$ cat config.mk
export PLATFORM = sky130hd
export DESIGN_NAME = vimm_assembler
export DESIGN_NICKNAME = d
export VERILOG_FILES = /design/src/rtl/vimm_assembler.sv
export SDC_FILE = /design/constraint.sdc
export NUM_CORES = 1
export LEC_CHECK = 0
export CAP_MARGIN = 20
export CORE_MARGIN = 2
export CORE_UTILIZATION = 35
export CTS_BUF_LIST = sky130_fd_sc_hd__clkbuf_4 sky130_fd_sc_hd__clkbuf_8 sky130_fd_sc_hd__clkbuf_16
export DETAILED_ROUTE_END_ITERATION = 10
export GPL_TIMING_DRIVEN = 0
export PLACE_DENSITY = 0.76
export SYNTH_ARGS = -nofsm -noshare
export SYNTH_HDL_FRONTEND = slang
export SYNTH_SLANG_ARGS = --single-unit
$ cat constraint.sdc
create_clock -name clk -period 1.9 [get_ports clk]
set_clock_uncertainty 0.2 [all_clocks]
set_input_delay 0.475 -clock clk [delete_from_list [all_inputs] [get_ports clk]]
set_output_delay 0.475 -clock clk [all_outputs]
set_load 0.1 [all_outputs]
$ cat src/rtl/vimm_assembler.sv
// Assembles a vector-immediate instruction (header + 1/2/4 payload words) into imm128/dtype.
// Latency: out_valid one cycle after the last payload word is accepted.
// Backpressure: in_ready low while an assembled result waits for out_ready; flush aborts anything in flight.
module vimm_assembler #(
  parameter int TIMEOUT = 16
) (
  input  logic         clk,
  input  logic         rst_n,
  input  logic         flush,
  input  logic [31:0]  in_word,
  input  logic         in_valid,
  output logic         in_ready,
  output logic [127:0] imm128,
  output logic [2:0]   dtype,
  output logic         out_valid,
  input  logic         out_ready,
  output logic         err
);

  // Wait counter only ever holds 0..TIMEOUT-1; hitting the last value with no transfer aborts.
  localparam int WW = (TIMEOUT > 1) ? $clog2(TIMEOUT) : 1;
  localparam logic [WW-1:0] WAIT_LAST = WW'((TIMEOUT > 0) ? (TIMEOUT - 1) : 0);

  typedef enum logic [1:0] {
    S_IDLE    = 2'd0,
    S_COLLECT = 2'd1,
    S_OUTPUT  = 2'd2
  } state_e;

  state_e         state_q;
  logic [1:0]     idx_q;
  logic [1:0]     last_q;
  logic [WW-1:0]  wait_q;
  logic [127:0]   imm_q;
  logic [2:0]     dtype_q;
  logic           out_valid_q;
  logic           err_q;
  logic           xfer;

  // Index of the final payload word for a legal dtype.
  function automatic logic [1:0] last_idx(input logic [2:0] dt);
    case (dt)
      3'd3:    last_idx = 2'd1;
      3'd4:    last_idx = 2'd3;
      default: last_idx = 2'd0;
    endcase
  endfunction

  assign in_ready  = ((state_q == S_IDLE) || (state_q == S_COLLECT)) && !flush;
  assign xfer      = in_valid && in_ready;
  assign imm128    = imm_q;
  assign dtype     = dtype_q;
  assign out_valid = out_valid_q;
  assign err       = err_q;

  // Instruction assembly FSM with registered outputs; flush outranks every state action.
  always_ff @(posedge clk) begin
    if (!rst_n) begin
      state_q     <= S_IDLE;
      idx_q       <= 2'd0;
      last_q      <= 2'd0;
      wait_q      <= '0;
      imm_q       <= '0;
      dtype_q     <= 3'd0;
      out_valid_q <= 1'b0;
      err_q       <= 1'b0;
    end else begin
      err_q <= 1'b0;
      if (flush) begin
        state_q     <= S_IDLE;
        out_valid_q <= 1'b0;
        idx_q       <= 2'd0;
        wait_q      <= '0;
      end else begin
        case (state_q)
          S_IDLE: begin
            if (xfer) begin
              if (in_word[2:0] <= 3'd4) begin
                dtype_q <= in_word[2:0];
                last_q  <= last_idx(in_word[2:0]);
                imm_q   <= '0;
                idx_q   <= 2'd0;
                wait_q  <= '0;
                state_q <= S_COLLECT;
              end else begin
                err_q <= 1'b1;
              end
            end
          end
          S_COLLECT: begin
            if (xfer) begin
              imm_q[{idx_q, 5'd0} +: 32] <= in_word;
              idx_q  <= idx_q + 2'd1;
              wait_q <= '0;
              if (idx_q == last_q) begin
                state_q     <= S_OUTPUT;
                out_valid_q <= 1'b1;
              end
            end else if (TIMEOUT != 0) begin
              if (wait_q == WAIT_LAST) begin
                // Stalled payload: drop the partial instruction and report it.
                state_q <= S_IDLE;
                err_q   <= 1'b1;
                idx_q   <= 2'd0;
                wait_q  <= '0;
              end else begin
                wait_q <= wait_q + 1'b1;
              end
            end
          end
          S_OUTPUT: begin
            if (out_valid_q && out_ready) begin
              out_valid_q <= 1'b0;
              state_q     <= S_IDLE;
            end
          end
          default: begin
            state_q     <= S_IDLE;
            out_valid_q <= 1'b0;
          end
        endcase
      end
    end
  end

endmodule

==> impl_metrics.json <==
{
  "slew_headroom_pct": 65.6,
  "viasPerCell": 5.21,
  "path_class": "flop to flop",
  "drt_pass1_iterations": 5,
  "grt_pass1_wl_um": 29300,
  "cts_buffer_depth": 2,
  "worst-r2r-cell-count": 6,
  "numCtsBuffers": 17,
  "netlist_area_um2": 5810,
  "critical_path.max_fanout": 10,
  "grt_use_total_pct": 21.1,
  "ys_seq_area_share_pct": 49.3,
  "die_width_um": 133,
  "reg2reg_from": "state_q[1]",
  "crit_slowest_cell": "or3b_4",
  "die_h_um": 133,
  "drc": 0,
  "synth_top_area_share_pct": 49.3,
  "ys_types": 43,
  "clk-insertion-delay-late_ns": 0.41,
  "status": "finished clean",
  "min_period_ns": 1.90,
  "dpl-instance-area_um2": 7770,
  "synthCells": 609,
  "yosys_warnings": 0,
  "grt_setup_unrepaired": "true",
  "setup_violations": 0,
  "cts_tree": "yes",
  "post_cts_hold_buffer_count": 0,
  "nets": 865,
  "antenna_left": 0,
  "ys.flop_type": "dfxtp_1",
  "core_um2": 16400,
  "syn_to_final_growth_pct": 49.3,
  "tightestPinTransition_ns": 0.519,
  "rows": 47,
  "critPathLaunchType": "flop",
  "root_buffer": "clkbuf_16",
  "synth-seq-cells": 143,
  "hpwl_um": 12900,
  "vias": 5491,
  "antenna_found_initial": 0,
  "crit_chain": "buf_6, or3b_4, buf_6, clkbuf_4, nor4_2, a31o_2",
  "yosysTopAreaCell": "dfxtp_1",
  "grt_max_degree": 17,
  "finalWeightedCongestion": 0.849,
  "final_common_cell": "dfxtp_1",
  "slew_viol_final": 0,
  "grt.overflow.total": 0,
  "worstSetupEndpointType": "flop",
  "path_common_cell": "buf_6",
  "final_util_pct": 52.9,
  "layout_common_cells": "dfxtp_1 (141), nand2_1 (103), buf_2 (80)",
  "hold_path_end": "imm128[0]",
  "whs_path_depth": 2,
  "crit_required_ns": 2.06,
  "synth_nets": 651,
  "synth-edff-count": 0,
  "hold_viol_final": 0,
  "max_stage_delay_ns": 0.39,
  "grt_pass1_vias": 5188,
  "dieArea_um2": 17600,
  "rr_endpoint": "imm128[103]",
  "max-vdd-ir-drop_uv": 599,
  "leakage_nw": 3.91,
  "cts_htree_levels": 4,
  "final_area_um2": 8670,
  "drive_gt1_share_pct": 39.1,
  "synth_area_leaders": "dfxtp_1 (49%), mux2i_1 (12%), nand2_1 (6.8%)",
  "cts.clk_slew.worst_paths_ns": 0.06,
  "io_buffers": 167,
  "critPathArrivalTime_ns": 2.06,
  "avgSynthCellArea_um2": 9.54,
  "fmax_mhz": 527,
  "io_pins": 171,
  "min_from": "in_word[0]",
  "power_density_nw_per_um2": 828,
  "period_share_pct": 99.9,
  "initial_core_util_pct": 35.4,
  "r2r_slack_ns": 0.002,
  "avgRoutedWirePerCell_um": 18.1,
  "dr.first_iter.drc_count": 347,
  "min-delay-path-class": "input port to flop",
  "synth_async_sr_flop_share_pct": 0,
  "maxCapViolCount": 0,
  "antennaDiodeCount": 0,
  "cts.sinks": 143,
  "wl_um": 19100
}
[power by group]
part	leakage (nW)	switching (mW)	internal (mW)	total [mW]
Clock	0.307	1.26	2.32	3.59
Combinational	2.44	0.370	0.209	0.579
Sequential	1.15	0.00545	3.01	3.01
[cells in the mapped netlist (all sizes together), types with 6 or more instances]
| cell | number |
|---|---|
| mux2i | 69 |
| nand2 | 105 |
| nor2 | 9 |
| dfxtp | 143 |
| nor4 | 34 |
| clkbuf | 39 |
| o21ai | 7 |
| a22o | 32 |
| buf | 21 |
| nand3 | 65 |
| a21oi | 8 |
| a31o | 32 |
| nor3 | 6 |
| nor2b | 6 |
[critical path, delay by kind of cell, from the launching register on]
family / cells / cell delay (ns)
buffers and inverters: 3 / 0.49
AO/OA/AOI/OAI: 1 / 0.15
AND/OR/NAND/NOR: 2 / 0.71
flip-flops: 1 / 0.30
[sequential cells by signal, summed over array words and instances (netlist names)]
register / flops
wait_q: 4
imm128: 128
state_q: 2
last_q: 2
err: 1
idx_q: 2
out_valid: 1
dtype: 3
[worst max-delay path by stage]
| stage | start | to | slack, ns | cells after the start |
|---|---|---|---|---|
| floorplan | in_word[0] | imm128[32] | -0.03 | 6 |
| global placement | rst_n | imm128[29] | -1.15 | 6 |
| detailed placement | rst_n | imm128[30] | -1.14 | 6 |
| CTS | idx_q[1] | imm128[97] | -0.06 | 6 |
| global route | state_q[1] | imm128[103] | -0.06 | 6 |
| finish | state_q[1] | imm128[103] | 0.002 | 6 |
[layout make-up]
type,instances,area [µm²]
fill,1488,7730
multi-input combinational,403,2960
sequential,143,2870
timing repair buffer,197,1460
clock buffer,21,480
buffer,58,448
tap,220,275
clock inverter,9,158
inverter,3,18.8
[layer usage]
metal	GRT usage, %	up-vias	wire length [µm]	share of wire (%)
li1	-	2619	-	-
met1	28.5	2681	8730	46
met2	33.0	169	8960	47
met3	5.94	22	1150	6.0
met4	6.39	0	260	1.4
met5	0	-	0	0
[metrics by stage]
stage                     setup WS (ns)  TNS (ns)  hold WS [ns]  cells  power [mW]
after detailed placement          -1.14   -162.93         0.252    996        3.57
after floorplan                 -0.0306     -1.87         0.253    609        3.36
final                           0.00170         0         0.230   1054        7.18
after global routing            -0.0596    -0.697         0.234   1054        7.41
after CTS                       -0.0573    -0.201         0.211   1045        7.19
after global placement            -1.15   -163.19         0.244    996        3.57
[timing repair]
item                       4_1_cts  5_1_grt
pin swaps                       11        8
cloned                           1        1
setup endpoints to repair      269      190
buffers inserted                19        9
resized for setup              759      147
[cells by family (layout without fill, tap and decap cells)]
logic type	Yosys count	count (layout)	share of synthesized area (%)
AND/OR/NAND/NOR	239	239	20.2
multiplexers	69	69	11.9
buffers and inverters	63	288	5.04
adder cells (fa/ha/maj)	5	5	1.08
XOR/XNOR	2	2	0.302
flip-flops	143	143	49.3
AO/OA/AOI/OAI	88	88	12.2
Power figures use the tool's default switching activity.
